==> config.mk <==
export PLATFORM = sky130hd
export DESIGN_NAME = btn_move_pulser_flat
export DESIGN_NICKNAME = d
export VERILOG_FILES = /design/src/rtl/btn_move_pulser_pkg.sv /design/src/rtl/btn_move_pulser_if.sv /design/src/rtl/btn_move_pulser_debounce.sv /design/src/rtl/btn_move_pulser.sv /design/src/flat_wrapper.sv
export SDC_FILE = /design/constraint.sdc
export NUM_CORES = 1
export LEC_CHECK = 0
export CAP_MARGIN = 20
export CORE_MARGIN = 8
export CORE_UTILIZATION = 35
export CTS_BUF_LIST = sky130_fd_sc_hd__clkbuf_8
export CTS_CLUSTER_DIAMETER = 150
export DETAILED_ROUTE_END_ITERATION = 8
export GPL_TIMING_DRIVEN = 0
export SKIP_LAST_GASP = 1
export SYNTH_ARGS = -nofsm -noshare
export SYNTH_HDL_FRONTEND = slang
export SYNTH_SLANG_ARGS = --single-unit
==> constraint.sdc <==
create_clock -name clk -period 4 [get_ports clk]
set_input_delay 0.8 -clock clk [delete_from_list [all_inputs] [get_ports clk]]
set_output_delay 0.8 -clock clk [all_outputs]
set_load 0.005 [all_outputs]
==> src/rtl/btn_move_pulser_pkg.sv <==
`default_nettype none
// ============================================================================
// Module   : btn_move_pulser_pkg
// Purpose  : Shared button index constants, repeat-FSM state encoding and
//            the fixed-priority pick helper for the button move pulser.
// Revision : 1.0  initial release
// ============================================================================
package btn_move_pulser_pkg;

  localparam int c_BTN_UP    = 0;
  localparam int c_BTN_DOWN  = 1;
  localparam int c_BTN_LEFT  = 2;
  localparam int c_BTN_RIGHT = 3;
  localparam int c_NUM_BTN   = 4;

  typedef enum logic [1:0] {
    ST_IDLE      = 2'd0,
    ST_HOLD_WAIT = 2'd1,
    ST_REPEAT    = 2'd2
  } btnState_t;

  // Lowest set bit wins; index 0 (up) is the highest priority.
  function automatic logic [c_NUM_BTN-1:0] pickHighest(input logic [c_NUM_BTN-1:0] req);
    return req & (~req + 4'd1);
  endfunction

endpackage
`default_nettype wire

==> src/rtl/btn_move_pulser_if.sv <==
`default_nettype none
// ============================================================================
// Module   : btn_move_pulser_if
// Purpose  : Board-side button bundle: raw push-button inputs, one-cycle move
//            pulses and debounced levels.
// Ports    : btnUpRaw/DownRaw/LeftRaw/RightRaw  raw asynchronous buttons
//            btnUp/Down/Left/Right             one-cycle move pulses
//            btnHeld[3:0]                      debounced {right,left,down,up}
// Modports : master = board / consumer side, slave = pulser
// Revision : 1.0  initial release
// ============================================================================
interface btn_move_pulser_if;
  logic       btnUpRaw;
  logic       btnDownRaw;
  logic       btnLeftRaw;
  logic       btnRightRaw;
  logic       btnUp;
  logic       btnDown;
  logic       btnLeft;
  logic       btnRight;
  logic [3:0] btnHeld;

  modport master (
    output btnUpRaw, btnDownRaw, btnLeftRaw, btnRightRaw,
    input  btnUp, btnDown, btnLeft, btnRight, btnHeld
  );

  modport slave (
    input  btnUpRaw, btnDownRaw, btnLeftRaw, btnRightRaw,
    output btnUp, btnDown, btnLeft, btnRight, btnHeld
  );
endinterface
`default_nettype wire

==> src/rtl/btn_move_pulser_debounce.sv <==
`default_nettype none
// ============================================================================
// Module   : btn_move_pulser_debounce
// Purpose  : One button: 2-FF synchronizer followed by a debounce counter.
//            The level only flips after DEBOUNCE_CYCLES consecutive cycles
//            of the synchronized input disagreeing with it.
// Ports    : clk, rst       clock, synchronous active-high reset
//            btnRaw   in    raw asynchronous button
//            btnLevel out   debounced level
// Revision : 1.0  initial release
// ============================================================================
module btn_move_pulser_debounce #(
  parameter int DEBOUNCE_CYCLES = 250000,
  parameter int CNT_W           = 24
) (
  input  logic clk,
  input  logic rst,
  input  logic btnRaw,
  output logic btnLevel
);

  localparam logic [CNT_W-1:0] c_LAST = CNT_W'(DEBOUNCE_CYCLES - 1);

  logic             r_sync1;
  logic             r_sync2;
  logic             r_level;
  logic [CNT_W-1:0] r_cnt;

  always_ff @(posedge clk) begin
    if (rst) begin
      r_sync1 <= 1'b0;
      r_sync2 <= 1'b0;
      r_level <= 1'b0;
      r_cnt   <= '0;
    end else begin
      r_sync1 <= btnRaw;
      r_sync2 <= r_sync1;
      if (r_sync2 == r_level) begin
        r_cnt <= '0;
      end else if (r_cnt == c_LAST) begin
        // This edge completes DEBOUNCE_CYCLES disagreeing samples.
        r_level <= ~r_level;
        r_cnt   <= '0;
      end else begin
        r_cnt <= r_cnt + CNT_W'(1);
      end
    end
  end

  assign btnLevel = r_level;

endmodule
`default_nettype wire

==> src/rtl/btn_move_pulser.sv <==
`default_nettype none
// ============================================================================
// Module   : btn_move_pulser
// Purpose  : Turns four raw push-buttons into clean, mutually exclusive
//            one-cycle move pulses with hold-to-repeat.
// Ports    : clk   in  system clock
//            rst   in  synchronous reset, active-high
//            bus   slave modport of btn_move_pulser_if (raw buttons in,
//                  registered move pulses and debounced levels out)
// Revision : 1.0  initial release
// ============================================================================
module btn_move_pulser
  import btn_move_pulser_pkg::*;
#(
  parameter int DEBOUNCE_CYCLES = 250000,
  parameter int REPEAT_DELAY    = 12500000,
  parameter int REPEAT_PERIOD   = 2500000,
  parameter bit REPEAT_EN       = 1'b1,
  parameter int CNT_W           = 24
) (
  input  logic              clk,
  input  logic              rst,
  btn_move_pulser_if.slave  bus
);

  localparam logic [CNT_W-1:0] c_DELAY_LAST  = CNT_W'(REPEAT_DELAY - 1);
  localparam logic [CNT_W-1:0] c_PERIOD_LAST = CNT_W'(REPEAT_PERIOD - 1);

  logic [c_NUM_BTN-1:0] w_raw;
  logic [c_NUM_BTN-1:0] w_level;
  logic [c_NUM_BTN-1:0] w_setVec;
  logic [c_NUM_BTN-1:0] w_req;
  logic [c_NUM_BTN-1:0] w_grant;
  logic [c_NUM_BTN-1:0] r_pending;
  logic [c_NUM_BTN-1:0] r_pulse;

  assign w_raw = {bus.btnRightRaw, bus.btnLeftRaw, bus.btnDownRaw, bus.btnUpRaw};

  for (genvar i = 0; i < c_NUM_BTN; i++) begin : g_btn
    btnState_t        r_state;
    btnState_t        w_stateNext;
    logic [CNT_W-1:0] r_cnt;
    logic [CNT_W-1:0] w_cntNext;
    logic             w_set;

    btn_move_pulser_debounce #(
      .DEBOUNCE_CYCLES (DEBOUNCE_CYCLES),
      .CNT_W           (CNT_W)
    ) u_debounce (
      .clk      (clk),
      .rst      (rst),
      .btnRaw   (w_raw[i]),
      .btnLevel (w_level[i])
    );

    always_ff @(posedge clk) begin
      if (rst) begin
        r_state <= ST_IDLE;
        r_cnt   <= '0;
      end else begin
        r_state <= w_stateNext;
        r_cnt   <= w_cntNext;
      end
    end

    // IDLE is only ever occupied with the level low, so seeing the level
    // high in IDLE is the press edge.
    always_comb begin
      w_stateNext = r_state;
      w_cntNext   = r_cnt;
      w_set       = 1'b0;
      if (!w_level[i]) begin
        w_stateNext = ST_IDLE;
        w_cntNext   = '0;
      end else begin
        case (r_state)
          ST_IDLE: begin
            w_set       = 1'b1;
            w_stateNext = ST_HOLD_WAIT;
            w_cntNext   = '0;
          end
          ST_HOLD_WAIT: begin
            if (r_cnt == c_DELAY_LAST) begin
              // Without repeat the counter parks here (saturated).
              if (REPEAT_EN) begin
                w_set       = 1'b1;
                w_stateNext = ST_REPEAT;
                w_cntNext   = '0;
              end
            end else begin
              w_cntNext = r_cnt + CNT_W'(1);
            end
          end
          ST_REPEAT: begin
            if (r_cnt == c_PERIOD_LAST) begin
              w_set     = 1'b1;
              w_cntNext = '0;
            end else begin
              w_cntNext = r_cnt + CNT_W'(1);
            end
          end
          default: begin
            w_stateNext = ST_IDLE;
            w_cntNext   = '0;
          end
        endcase
      end
    end

    assign w_setVec[i] = w_set;
  end

  // New requests join arbitration in the cycle they are raised, which keeps
  // the press-to-pulse latency at one register after the debounced level.
  assign w_req   = r_pending | w_setVec;
  assign w_grant = pickHighest(w_req);

  always_ff @(posedge clk) begin
    if (rst) begin
      r_pending <= '0;
      r_pulse   <= '0;
    end else begin
      r_pulse   <= w_grant;
      // A grant consumes the older pending request first; a same-cycle new
      // request for that button then survives for a later grant.
      r_pending <= (r_pending & ~(w_grant & r_pending))
                 | (w_setVec  & ~(w_grant & ~r_pending));
    end
  end

  assign bus.btnUp    = r_pulse[c_BTN_UP];
  assign bus.btnDown  = r_pulse[c_BTN_DOWN];
  assign bus.btnLeft  = r_pulse[c_BTN_LEFT];
  assign bus.btnRight = r_pulse[c_BTN_RIGHT];
  assign bus.btnHeld  = w_level;

endmodule
`default_nettype wire
==> src/flat_wrapper.sv <==
// flat-port wrapper written by rule: the top's interface ports become plain ports
module btn_move_pulser_flat import btn_move_pulser_pkg::*;
#(
  parameter int DEBOUNCE_CYCLES = 250000,
  parameter int REPEAT_DELAY    = 12500000,
  parameter int REPEAT_PERIOD   = 2500000,
  parameter bit REPEAT_EN       = 1'b1,
  parameter int CNT_W           = 24
)
  (clk, rst, bus_btnUpRaw, bus_btnDownRaw, bus_btnLeftRaw, bus_btnRightRaw, bus_btnUp, bus_btnDown, bus_btnLeft, bus_btnRight, bus_btnHeld);
  btn_move_pulser_if bus_i ();
  input  logic clk;
  input  logic rst;
  input wire logic [$bits(bus_i.btnUpRaw)-1:0] bus_btnUpRaw;
  input wire logic [$bits(bus_i.btnDownRaw)-1:0] bus_btnDownRaw;
  input wire logic [$bits(bus_i.btnLeftRaw)-1:0] bus_btnLeftRaw;
  input wire logic [$bits(bus_i.btnRightRaw)-1:0] bus_btnRightRaw;
  output wire logic [$bits(bus_i.btnUp)-1:0] bus_btnUp;
  output wire logic [$bits(bus_i.btnDown)-1:0] bus_btnDown;
  output wire logic [$bits(bus_i.btnLeft)-1:0] bus_btnLeft;
  output wire logic [$bits(bus_i.btnRight)-1:0] bus_btnRight;
  output wire logic [$bits(bus_i.btnHeld)-1:0] bus_btnHeld;
  assign bus_i.btnUpRaw = bus_btnUpRaw;
  assign bus_i.btnDownRaw = bus_btnDownRaw;
  assign bus_i.btnLeftRaw = bus_btnLeftRaw;
  assign bus_i.btnRightRaw = bus_btnRightRaw;
  assign bus_btnUp = bus_i.btnUp;
  assign bus_btnDown = bus_i.btnDown;
  assign bus_btnLeft = bus_i.btnLeft;
  assign bus_btnRight = bus_i.btnRight;
  assign bus_btnHeld = bus_i.btnHeld;
  btn_move_pulser #(.DEBOUNCE_CYCLES(DEBOUNCE_CYCLES), .REPEAT_DELAY(REPEAT_DELAY), .REPEAT_PERIOD(REPEAT_PERIOD), .REPEAT_EN(REPEAT_EN), .CNT_W(CNT_W)) u_core (.clk(clk), .rst(rst), .bus(bus_i));
endmodule
Yosys cells after proc, flatten, opt, wreduce, memory -nomap -nowiden
Index checks and enable logic that the tools add are counted.
{ "word_totals": {"ff_bits": 220, "inputBits": 6, "word_cells": 142} }
{ "classes": {"add_sub_neg": 9, "n_eq_ne": 28, "muxes": 36, "n_bitwise": 23, "reduce_logical": 20} }
{ "ops": {"columns": ["op", "count"], "rows": [
  ["adder 24 x 1 -> 24 bit (second input constant)", 8],
  ["two-way mux 24 bit", 8],
  ["case mux 24 bit (2 select lines)", 4],
  ["equality test 24 x 18 -> 1 bit (second input constant)", 4],
  ["equality test 24 x 22 -> 1 bit (second input constant)", 4],
  ["equality test 24 bit (second input constant)", 4],
  ["case mux 2 bit (3 select lines)", 4],
  ["bitwise AND 4 bit", 5],
  ["inverter 4 bit", 4],
  ["AND reduction 2 bit", 8],
  ["two-way mux 1 bit", 12],
  ["inverter 1 bit", 12],
  ["case mux 1 bit (3 select lines)", 4],
  ["OR reduction 3 bit", 4],
  ["equality test 2 x 1 -> 1 bit (second input constant)", 4],
  ["equality test 2 bit (second input constant)", 4],
  ["zero test 2 bit", 4],
  ["two-way mux 2 bit", 4],
  ["inequality test 2 x 1 -> 1 bit (second input constant)", 4],
  ["bitwise OR 4 bit", 2],
  ["OR reduction 2 bit", 4],
  ["adder 4 x 1 -> 4 bit (second input constant)", 1],
  ["equality test 1 bit", 4]
]} }

Depth between registers and ports, before layout
Gate-level depths: netlist of the first run.
{ "depth": {"word_depth": 12, "depth_mapped": 9, "depth_no_buf": 8} }

Hierarchy
Synthesis of the first run repeated with hierarchy kept, for this count alone.
{ "hier_totals": {"cells_unflattened": 1192, "area_unflattened_um2": 10349.9} }
{ "modules_own_cells": {"columns": ["mod", "instances", "cells_per_inst", "area_each_um2", "seq_area_each_um2"], "rows": [
  ["btn_move_pulser", 1, 624, 5405.2, 2242.2],
  ["btn_move_pulser_debounce at u_core.g_btn[0].u_debounce ...", 3, 142, 1227.4, 540.5],
  ["btn_move_pulser_debounce at u_core.g_btn[3].u_debounce", 1, 142, 1262.5, 540.5]
]} }

Worst setup path after synthesis of the first run
Ideal clock, no wire load.
{ "synth_timing": {"path_type": "register to register", "start": "register u_core.g_btn[3].r_cnt[0]", "end": "register u_core.g_btn[3].r_cnt[17]", "t_arrival_ns": 2.001, "setup_slack_ns": 1.885, "path_stages_with_launch": 9, "n_path_buf": 1, "synth_period_minus_slack_ns": 2.115, "cell_sequence": "dfxtp_1 > ha_1 > or4b_1 > nor4_2 > nand2_1 > a22o_1 > nand3_2 > buf_4 > nor2_1"} }
{ "synth_between": {"elab_chain_len": 3} }
{ "synth_rtl": {"columns": ["item", "line_no", "rtl"], "rows": [
  ["from (decl)", "btn_move_pulser.sv:42", "logic [CNT_W-1:0] r_cnt;"],
  ["from (signal assigned)", "btn_move_pulser.sv:62", "r_cnt <= w_cntNext;"],
  ["adder 24 x 1 -> 24 bit (tied with other cells)", "btn_move_pulser.sv:91, btn_move_pulser.sv:99", null],
  ["two-way mux 24 bit (on tied branches)", "btn_move_pulser.sv:95, btn_move_pulser.sv:83", null],
  ["case mux 24 bit (2 select lines) (*)", "btn_move_pulser.sv:76", "case (r_state)"]
]} }
Mark *: on every way between the ends. The rest lies on a longest branch, timed or not.
A chain may end at the register's enable or synchronous reset.

Worst setup path in the final report of the first run
{ "layout_timing": {"start": "register u_core.g_btn[3].r_cnt[0]", "end": "register u_core.r_pulse[3]"} }
{ "layout_between": {"elab_chain_len": 8} }
{ "layout_rtl": {"columns": ["item", "line_no", "rtl"], "rows": [
  ["equality test 24 x 22 -> 1 bit / equality test 24 bit (equally long branches)", "btn_move_pulser.sv:95, btn_move_pulser.sv:83", null],
  ["two-way mux 1 bit (on tied branches)", "btn_move_pulser.sv:95, btn_move_pulser.sv:83", null],
  ["case mux 1 bit (3 select lines) (*)", "btn_move_pulser.sv:76", null],
  ["two-way mux 1 bit (*)", "btn_move_pulser.sv:72", "if (!w_level[i]) begin"],
  ["bitwise OR 4 bit (*)", "btn_move_pulser.sv:115", "assign w_req = r_pending | w_setVec;"],
  ["inverter 4 bit", "btn_move_pulser_pkg.sv:24", "return req & (~req + 4'd1);"],
  ["adder 4 x 1 -> 4 bit", "btn_move_pulser_pkg.sv:24", null],
  ["bitwise AND 4 bit (*)", "btn_move_pulser_pkg.sv:24", null],
  ["to (signal assigned)", "btn_move_pulser.sv:123", "r_pulse <= w_grant;"],
  ["to (decl)", "btn_move_pulser.sv:35", "logic [c_NUM_BTN-1:0] r_pulse;"]
]} }
Marked as above.

==> results of run 1 <==
[metal layers]
metal,up-vias,wire (um)
met5,-,0
met4,0,420
met3,33,651
met2,78,8470
met1,3410,9000
li1,3928,-
[synthesized netlist by cell type, types with 19 or more instances]
library cell              instances
sky130_fd_sc_hd__ha_1            28
sky130_fd_sc_hd__nand3_1         83
sky130_fd_sc_hd__and3_1          29
sky130_fd_sc_hd__nand2_1         64
sky130_fd_sc_hd__inv_1           30
sky130_fd_sc_hd__dfxtp_1        220
sky130_fd_sc_hd__nor2_1         250
sky130_fd_sc_hd__xnor2_1         80
sky130_fd_sc_hd__nand4_1         38
sky130_fd_sc_hd__nor2b_1         19
sky130_fd_sc_hd__nor3_1          21
sky130_fd_sc_hd__xor2_1          95
[cells by family after synthesis]
group	after synthesis	share of synthesized area [%]
DFF	220	44.3
buffers and inverters	60	2.97
adders and majority gates	28	3.52
xor gates and xnor gates	175	15.4
and+or+nand+nor	600	30.4
muxes	8	0.805
AOI/OAI and AO/OA	37	2.57
[report_power, final]
group	switching (mW)	internal [mW]
sequential	0.00259	2.20
clock	0.893	1.19
combinational	0.0167	0.0101
total	0.912	3.40
[final cells by class]
class,count,area [sq um],area share (%)
multi-input cells,848,5240,46.2
flip-flops and latches,220,4400,38.9
clock buffers,54,743,6.56
well taps,378,473,4.17
plain buffers,30,183,1.61
repair buffers,12,120,1.06
inverters,30,113,0.993
clock inverters,15,57.6,0.508
[metrics by stage]
step                      cells  util (%)  hold slack, ns  instance area, sq um  power [mW]
after floorplan            1128         -           0.412                  9940        2.26
after global placement     1518      37.8           0.422                 10500        2.28
after detailed placement   1518      37.8           0.423                 10500        2.28
after CTS                  1587      40.7           0.436                 11300        4.40
after global routing       1587      40.7           0.446                 11300        4.51
final                      1587      40.7           0.433                 11300        4.31
[registers in the layout (all words and copies together) (netlist names)]
| name | cells |
|---|---|
| u_core.g_btn.u_debounce.btnLevel | 4 |
| u_core.g_btn.u_debounce.r_cnt | 96 |
| u_core.r_pending | 4 |
| u_core.r_pulse | 4 |
| u_core.g_btn.r_state | 8 |
| u_core.g_btn.u_debounce.r_sync2 | 4 |
| u_core.g_btn.u_debounce.r_sync1 | 4 |
| u_core.g_btn.r_cnt | 96 |
[worst max-delay path, delay by kind of cell, from the launching register on]
| kind | cells | cell delay [ns] |
|---|---|---|
| AO/OA/AOI/OAI | 2 | 0.32 |
| adder cells (fa/ha/maj) | 1 | 0.26 |
| flip-flops | 1 | 0.37 |
| AND/OR/NAND/NOR | 4 | 1.42 |
[path summary, 6_finish.rpt]
check                                                         from                                  to  slack [ns]  cells after the start
worst min register to register  u_core.g_btn[2].u_debounce.r_sync1  u_core.g_btn[2].u_debounce.r_sync2        0.43                      1
worst max-delay path                      u_core.g_btn[3].r_cnt[0]                   u_core.r_pulse[3]        1.49                      7
worst max register to register            u_core.g_btn[3].r_cnt[0]                   u_core.r_pulse[3]        1.49                      7
worst min-delay path            u_core.g_btn[2].u_debounce.r_sync1  u_core.g_btn[2].u_debounce.r_sync2        0.43                      1
==> impl_metrics.py, run 1 <==
metrics = {
    "floorplan": {
        "die_height_um": 185,
        "initial_utilization_pct": 35.7,
        "floorplan.rows": 61,
        "floorplan.die_area_sq_um": 34100,
        "placeableCoreArea_sq_um": 27900,
        "die_w_um": 185,
        "io-pin-count": 14,
    },
    "yosys": {
        "synth-edff-count": 0,
        "syn-cell-area_sq_um": 9940,
        "netlist_instances": 1128,
        "fraction_of_registers_with_async_set_or_reset_after_synthesis_pct": 0,
        "ys_seq_area_share_pct": 44.3,
        "yosys.area.top_type": "sky130_fd_sc_hd__dfxtp_1",
        "synth_cell_types": 51,
        "dominantRegCellSynth": "sky130_fd_sc_hd__dfxtp_1",
        "syn-num-nets": 1162,
        "synth_area_per_cell_sq_um": 8.81,
        "synth-seq-cells": 220,
        "synthDominantCellAreaShare_pct": 44.3,
        "synth_warnings": 0,
        "synth_top_cells_by_area": "sky130_fd_sc_hd__dfxtp_1, sky130_fd_sc_hd__nor2_1, sky130_fd_sc_hd__xor2_1",
    },
    "timing": {
        "finalHoldViolCount": 0,
        "grt_setup_unrepaired": "false",
        "finalMaxSlewViolations": 0,
        "post-route-worst-setup-slack_ns": 1.49,
        "timing.setup.tns_ns": 0,
        "setup_viol": 0,
        "max_freq_ghz": 0.399,
        "min_period_over_period_pct": 62.7,
        "final.setup_skew_ns": 0.0152,
        "fin_crit_ns": 2.51,
        "max_slew.worst_pin.slew_ns": 0.704,
        "maxSlewHeadroom_pct": 52.7,
    },
    "drt": {
        "drt_first_iter_violations": 340,
        "dr_total_vias": 7449,
        "route.antenna.remaining_nets": 0,
        "drcViolationCount": 0,
        "detail_route.wl_per_cell_um": 11.7,
        "drt_wl_total_um": 18500,
        "detail_route.vias_per_cell": 4.69,
        "firstDrtPassIters": 4,
    },
    "power_and_ir_drop": {
        "power_per_cell_area_nw_per_um2": 380,
        "peakVddDrop_uv": 208,
        "power_leakage_nw": 3.76,
    },
    "min_path": {
        "min-delay-path-class": "register to register",
    },
    "clocking": {
        "cts-htree-levels": 2,
        "cts-buffers-inserted": 40,
        "worst_skew_pair.late_latency_ns": 0.52,
        "cts_setup_buffers": 0,
        "cts_max_path_buffers": 3,
        "tritoncts_clock_tree": "done",
        "cts.hold.buffers_added": 0,
        "clk_pin_slew_worst_paths_ns": 0.05,
        "post_cts_resized": 0,
        "tritoncts_num_sinks": 220,
        "cts.root.buffer_cell": "sky130_fd_sc_hd__clkbuf_8",
    },
    "finish": {
        "layout.cells.most_common": "sky130_fd_sc_hd__nor2_1",
        "top_library_cells_by_usage_in_the_layout_fill_and_taps_aside": "sky130_fd_sc_hd__nor2_1, sky130_fd_sc_hd__dfxtp_1, sky130_fd_sc_hd__xor2_1",
        "num_antenna_cells": 0,
        "final_layout_size_suffix_gt1_share_pct": 7.86,
        "layout.nets": 1216,
        "layout.filler_cells": 2775,
        "area_growth_syn_to_layout_pct": 14.0,
    },
    "global_route": {
        "maximum_number_of_pins_on_one_net_before_global_route_repair": 11,
        "grt_pass1_wl_um": 32500,
        "initial_antenna_violation_count": 0,
        "met1_usage_pct": 13.9,
        "grt_busiest_layer": "met2",
        "grt_util_met2_pct": 18.6,
        "groute.layer.met3.usage_pct": 2.50,
        "grt_pass1_vias": 7072,
        "grt.overflow.total": 0,
        "grt_use_total_pct": 11.1,
    },
    "critical_path": {
        "criticalPathCategory": "register to register",
        "timing.critical_path.arrival_ns": 2.88,
        "crit_path_start_kind": "register",
        "worst_ep_required_time_ns": 4.37,
        "timing.critical_path.cells": "ha_1 -> or4b_1 -> nor4_2 -> nand3_1 -> o211ai_1 -> a31oi_1 -> nor4b_1",
        "endpoint_kind": "register",
        "crit_path_max_incr_delay_ns": 0.50,
        "crit_fanout": 4,
        "cp_slowest_cell": "sky130_fd_sc_hd__or4b_1",
    },
    "placement": {
        "number_of_buffers_added_on_ports": 12,
        "place_congestion": 0.763,
        "place_worst_setup_slack_ns": 1.37,
        "detailedPlacementHpwl_um": 12800,
    },
    "outcome": {
        "run_status": "completed",
    },
    "job": {
        "cap_violations": 0,
    },
}
Note: power is estimated with default switching activity, not from simulation.
==> run 2: changes to the inputs <==
- clock period: 4 -> 2.5 ns (I/O delays scaled with it)
==> impl_metrics.py, run 2 (same netlist as run 1, synthesis figures left out) <==
metrics = {
    "outcome": {
        "run_status": "completed",
    },
    "placement": {
        "place_congestion": 0.763,
        "detailedPlacementHpwl_um": 12800,
        "number_of_buffers_added_on_ports": 12,
        "place_worst_setup_slack_ns": -0.131,
        "dpl.cell_count": 1518,
        "place_area_sq_um": 10500,
    },
    "timing": {
        "setup_viol": 0,
        "maxSlewHeadroom_pct": 52.7,
        "whs_ns": 0.433,
        "finalHoldViolCount": 0,
        "min_period_over_period_pct": 94.2,
        "final.setup_skew_ns": 0.0155,
        "fin_crit_ns": 2.35,
        "grt_setup_unrepaired": "false",
        "max_freq_ghz": 0.425,
        "post-route-worst-setup-slack_ns": 0.145,
        "finalMaxSlewViolations": 0,
        "timing.setup.tns_ns": 0,
        "max_slew.worst_pin.slew_ns": 0.704,
    },
    "critical_path": {
        "criticalPathCategory": "register to register",
        "endpoint_kind": "register",
        "worst_ep_required_time_ns": 2.92,
        "timing.critical_path.cells": "inv_1 -> ha_1 -> and3b_1 -> nand4b_1 -> a21boi_2 -> or3_1 -> buf_4 -> or2_2 -> nor4b_4",
        "crit_path_start_kind": "register",
        "crit_fanout": 8,
        "timing.critical_path.arrival_ns": 2.77,
        "crit_path_max_incr_delay_ns": 0.38,
        "cp_slowest_cell": "sky130_fd_sc_hd__dfxtp_1",
    },
    "finish": {
        "area_growth_syn_to_layout_pct": 14.5,
        "num_antenna_cells": 0,
        "final_cells": 1587,
        "final_core_utilization_pct": 40.9,
        "largestRegisters": "u_core.g_btn.r_cnt x96, u_core.g_btn.u_debounce.r_cnt x96, u_core.g_btn.r_state x8",
        "layout.nets": 1216,
        "top_library_cells_by_usage_in_the_layout_fill_and_taps_aside": "sky130_fd_sc_hd__nor2_1, sky130_fd_sc_hd__dfxtp_1, sky130_fd_sc_hd__xor2_1",
        "final_design_area_no_fill_sq_um": 11400,
        "final_layout_size_suffix_gt1_share_pct": 8.35,
        "layout.cells.most_common": "sky130_fd_sc_hd__nor2_1",
        "layout.filler_cells": 2768,
    },
    "power_and_ir_drop": {
        "pwr-share-comb_pct": 0.6,
        "p_int_mw": 5.44,
        "pwr-share-seq_pct": 51.0,
        "power_leakage_nw": 3.79,
        "switching_power_mw": 1.47,
        "report.power.total_mw": 6.90,
        "peakVddDrop_uv": 333,
        "clkPwrFrac_pct": 48.4,
        "power_per_cell_area_nw_per_um2": 607,
        "net_switching_share_of_the_total_power_pct": 21.2,
    },
    "job": {
        "cap_violations": 0,
    },
    "drt": {
        "drt_first_iter_violations": 317,
        "dr_total_vias": 7441,
        "met2_wirelength_um": 8530,
        "top_layer": "met4",
        "firstDrtPassIters": 4,
        "route.layer.met1.wl_um": 9060,
        "route.met3.wl_um": 616,
        "detail_route.wl_per_cell_um": 11.7,
        "drt_wl_total_um": 18600,
        "drcViolationCount": 0,
        "detail_route.vias_per_cell": 4.69,
        "route.antenna.remaining_nets": 0,
    },
    "global_route": {
        "grt_pass1_vias": 7073,
        "initial_antenna_violation_count": 0,
        "maximum_number_of_pins_on_one_net_before_global_route_repair": 11,
        "grt_pass1_wl_um": 32500,
        "grt.overflow.total": 0,
        "grt_use_total_pct": 11.1,
    },
    "min_path": {
        "min-delay-path-class": "register to register",
    },
    "clocking": {
        "clk_pin_slew_worst_paths_ns": 0.06,
        "cts-buffers-inserted": 40,
        "worst_skew_pair.late_latency_ns": 0.52,
        "cts_max_path_buffers": 3,
        "tritoncts_num_sinks": 220,
        "tritoncts_clock_tree": "done",
        "cts-htree-levels": 2,
        "cts.root.buffer_cell": "sky130_fd_sc_hd__clkbuf_8",
        "cts_setup_buffers": 0,
    },
    "floorplan": {
        "floorplan.rows": 61,
        "io-pin-count": 14,
        "initial_utilization_pct": 35.7,
        "placeableCoreArea_sq_um": 27900,
        "floorplan.die_area_sq_um": 34100,
        "die_height_um": 185,
        "die_w_um": 185,
    },
}
[run 2: cell counts in the layout (fill, tap and decap cells not counted)]
Identical to the previous run, type by type.
[run 2: layer usage]
layer | up-vias | track usage (%)
li1 | 3928 | -
met1 | 3413 | 13.9
met2 | 67 | 18.6
met3 | 33 | 2.50
met4 | 0 | 3.90
met5 | - | 0
[run 2: area by class of cell]
cell class                 count  area [sq um]  area share, %
clock inverter                15          57.6          0.506
inverter                      30           113          0.989
timing repair buffer          12           120           1.06
multi-input combinational    848          5290           46.4
sequential                   220          4400           38.7
clock buffer                  54           743           6.53
buffer                        30           185           1.63
tap                          378           473           4.16
[run 2: critical path, delay by kind of cell, from the launching register on]
kind / cells / cell delay, ns
and+or+nand+nor: 5 / 1.26
DFF: 1 / 0.38
buffers and inverters: 2 / 0.27
adders and majority gates: 1 / 0.26
AOI/OAI and AO/OA: 1 / 0.08
[run 2: worst paths after layout]
path | start | to | slack (ns) | cells after the start
worst max-delay path | u_core.g_btn[0].r_state[0] | u_core.r_pulse[3] | 0.15 | 9
worst min-delay path | u_core.g_btn[2].u_debounce.r_sync1 | u_core.g_btn[2].u_debounce.r_sync2 | 0.43 | 1
worst max register to register | u_core.g_btn[0].r_state[0] | u_core.r_pulse[3] | 0.15 | 9
worst min register to register | u_core.g_btn[2].u_debounce.r_sync1 | u_core.g_btn[2].u_debounce.r_sync2 | 0.43 | 1
[run 2: what timing repair did]
| action | 4_1_cts | 5_1_grt |
|---|---|---|
| gates resized for setup | 2 | 9 |
| pin swaps | 0 | 1 |
| hold buffers | 0 | 0 |
| setup endpoints to repair | 2 | 41 |
| gates cloned | 0 | 0 |
| endpoints found under the hold margin | 0 | 0 |
[run 2: power by group through the flow]
stage          clock network [mW]  logic, mW  registers, mW
6_report                     3.34     0.0438           3.52
5_1_grt                      3.65     0.0496           3.52
4_1_cts                      3.48     0.0458           3.52
3_5_place_dp                    0     0.0453           3.60
3_3_place_gp                    0     0.0451           3.60
2_1_floorplan                   0     0.0262           3.59
==> run 3: changes to the inputs <==
- CORE_MARGIN: 8 -> 2
==> impl_metrics.py, run 3 (same netlist as run 1, synthesis figures left out) <==
metrics = {
    "clocking": {
        "cts_setup_buffers": 0,
        "tritoncts_clock_tree": "done",
        "cts-buffers-inserted": 41,
        "cts-htree-levels": 2,
        "cts.hold.buffers_added": 0,
        "tritoncts_num_sinks": 220,
        "cts_max_path_buffers": 3,
        "clk_pin_slew_worst_paths_ns": 0.06,
        "worst_skew_pair.late_latency_ns": 0.53,
        "cts.root.buffer_cell": "sky130_fd_sc_hd__clkbuf_8",
    },
    "critical_path": {
        "regToRegStartpoint": "u_core.g_btn[3].r_cnt[0]",
        "reg2reg_to": "u_core.g_btn[3].r_cnt[11]",
        "worst_ep_required_time_ns": 2.91,
        "timing.critical_path.arrival_ns": 2.72,
        "crit_fanout": 10,
        "endpoint_kind": "register",
        "critical_path.endpoint": "u_core.g_btn[3].r_cnt[11]",
        "timing.critical_path.buf_inv": 1,
        "reg2reg_setup_slack_ns": 0.19,
        "cp_slowest_cell": "sky130_fd_sc_hd__or4b_4",
        "timing.reg2reg.worst_path_depth": 8,
        "criticalPathCategory": "register to register",
        "cp.depth": 8,
        "timing.critical_path.from": "u_core.g_btn[3].r_cnt[0]",
        "crit_path_start_kind": "register",
        "timing.critical_path.cells": "ha_2 -> or4b_4 -> nor4_4 -> nand2_1 -> a22o_1 -> nand3_2 -> buf_4 -> nor2_1",
        "timing.critical_path.max_delay_family": "simple AND/OR/NAND/NOR gates",
        "crit_path_max_incr_delay_ns": 0.49,
    },
    "timing": {
        "fin_crit_ns": 2.31,
        "post-route-worst-setup-slack_ns": 0.190,
        "max_freq_ghz": 0.433,
        "finalHoldViolCount": 0,
        "setup_viol": 0,
        "whs_ns": 0.444,
        "finalMaxSlewViolations": 0,
        "min_period_over_period_pct": 92.4,
        "timing.setup.tns_ns": 0,
        "max_slew.worst_pin.slew_ns": 0.723,
        "final.setup_skew_ns": 0.0139,
        "maxSlewHeadroom_pct": 51.4,
        "grt_setup_unrepaired": "false",
    },
    "outcome": {
        "run_status": "completed",
    },
    "drt": {
        "firstDrtPassIters": 6,
        "dr_total_vias": 7453,
        "detail_route.wl_per_cell_um": 11.7,
        "top_layer": "met4",
        "drt_wl_total_um": 18600,
        "drt_first_iter_violations": 309,
        "route.met3.wl_um": 588,
        "detail_route.vias_per_cell": 4.68,
        "route.antenna.remaining_nets": 0,
        "drcViolationCount": 0,
        "route.layer.met1.wl_um": 9090,
        "met2_wirelength_um": 8500,
    },
    "floorplan": {
        "die_w_um": 173,
        "die_height_um": 173,
        "io-pin-count": 14,
        "initial_utilization_pct": 35.7,
        "placeableCoreArea_sq_um": 27900,
        "floorplan.rows": 61,
        "floorplan.die_area_sq_um": 29800,
    },
    "placement": {
        "dpl.cell_count": 1518,
        "place_worst_setup_slack_ns": 0.127,
        "number_of_buffers_added_on_ports": 12,
        "place_congestion": 0.773,
        "detailedPlacementHpwl_um": 12900,
    },
    "job": {
        "cap_violations": 0,
    },
    "finish": {
        "largestRegisters": "u_core.g_btn.r_cnt x96, u_core.g_btn.u_debounce.r_cnt x96, u_core.g_btn.r_state x8",
        "num_antenna_cells": 0,
        "final_cells": 1592,
        "sequential_cell_area_sq_um": 4400,
        "area_growth_syn_to_layout_pct": 15.4,
        "top_library_cells_by_usage_in_the_layout_fill_and_taps_aside": "sky130_fd_sc_hd__nor2_1, sky130_fd_sc_hd__dfxtp_1, sky130_fd_sc_hd__xor2_1",
        "layout.cells.most_common": "sky130_fd_sc_hd__nor2_1",
        "multi_input_comb_area_sq_um": 5270,
        "layout.filler_cells": 2773,
        "final_layout_size_suffix_gt1_share_pct": 8.90,
        "layout.nets": 1217,
    },
    "min_path": {
        "min-delay-path-class": "register to register",
    },
    "global_route": {
        "grt_pass1_vias": 7117,
        "grt_pass1_wl_um": 32600,
        "grt.overflow.total": 0,
        "initial_antenna_violation_count": 0,
        "grt_use_total_pct": 12.6,
        "maximum_number_of_pins_on_one_net_before_global_route_repair": 11,
    },
    "power_and_ir_drop": {
        "power_leakage_nw": 3.82,
        "power_per_cell_area_nw_per_um2": 642,
        "peakVddDrop_uv": 298,
        "report.power.total_mw": 7.36,
    },
}
run 3: cell count changes in the layout (fill, tap and decap cells not counted):
cell	delta
sky130_fd_sc_hd__nor4b_4	-1
sky130_fd_sc_hd__inv_1	-6
sky130_fd_sc_hd__clkinvlp_4	+1
sky130_fd_sc_hd__clkinv_2	+8
sky130_fd_sc_hd__nor4b_1	+1
sky130_fd_sc_hd__clkbuf_8	-2
sky130_fd_sc_hd__clkbuf_2	-2
sky130_fd_sc_hd__bufinv_16	+4
sky130_fd_sc_hd__nor3_2	-1
sky130_fd_sc_hd__clkbuf_1	+2
sky130_fd_sc_hd__nor3_1	+1
run 3: cell type report:
cell class / count / area share (%)
inverter: 30 / 0.981
multi-input combinational: 848 / 45.9
buffer: 30 / 1.59
sequential: 220 / 38.4
timing repair buffer: 12 / 1.05
clock buffer: 52 / 6.24
tap: 378 / 4.12
clock inverter: 22 / 1.77
run 3: how the worst min path moves through the flow:
stage / start / end / cells after the start
CTS: u_core.g_btn[1].u_debounce.r_cnt[0] / u_core.g_btn[1].u_debounce.r_cnt[0] / 1
floorplan: u_core.g_btn[1].u_debounce.r_cnt[0] / u_core.g_btn[1].u_debounce.r_cnt[0] / 1
finish: u_core.g_btn[1].u_debounce.r_cnt[0] / u_core.g_btn[1].u_debounce.r_cnt[0] / 1
global route: u_core.g_btn[1].u_debounce.r_cnt[0] / u_core.g_btn[1].u_debounce.r_cnt[0] / 1
global placement: u_core.g_btn[1].u_debounce.r_cnt[0] / u_core.g_btn[1].u_debounce.r_cnt[0] / 1
detailed placement: u_core.g_btn[1].u_debounce.r_cnt[0] / u_core.g_btn[1].u_debounce.r_cnt[0] / 1
run 3: report_power, final:
part | leakage, nW | internal [mW] | switching [mW]
logic | 1.54 | 0.0161 | 0.0271
clock network | 0.508 | 2.29 | 1.51
registers | 1.77 | 3.52 | 0.00410
run 3: layer usage:
layer	up-vias	global-route usage [%]
li1	3926	-
met4	0	4.34
met5	-	0
met1	3425	16.5
met3	37	2.79
met2	65	20.5
run 3: repair_timing:
item | CTS | global route
setup endpoints to repair | 0 | 36
gates resized for setup | 0 | 4
endpoints found under the hold margin | 0 | 0
run 3: through the flow:
step                      cell area [sq um]  util, %
final                                 11500     41.2
after global routing                  11500     41.2
after CTS                             11500     41.1
after detailed placement              10500     37.8
after global placement                10500     37.8
after floorplan                        9940        -
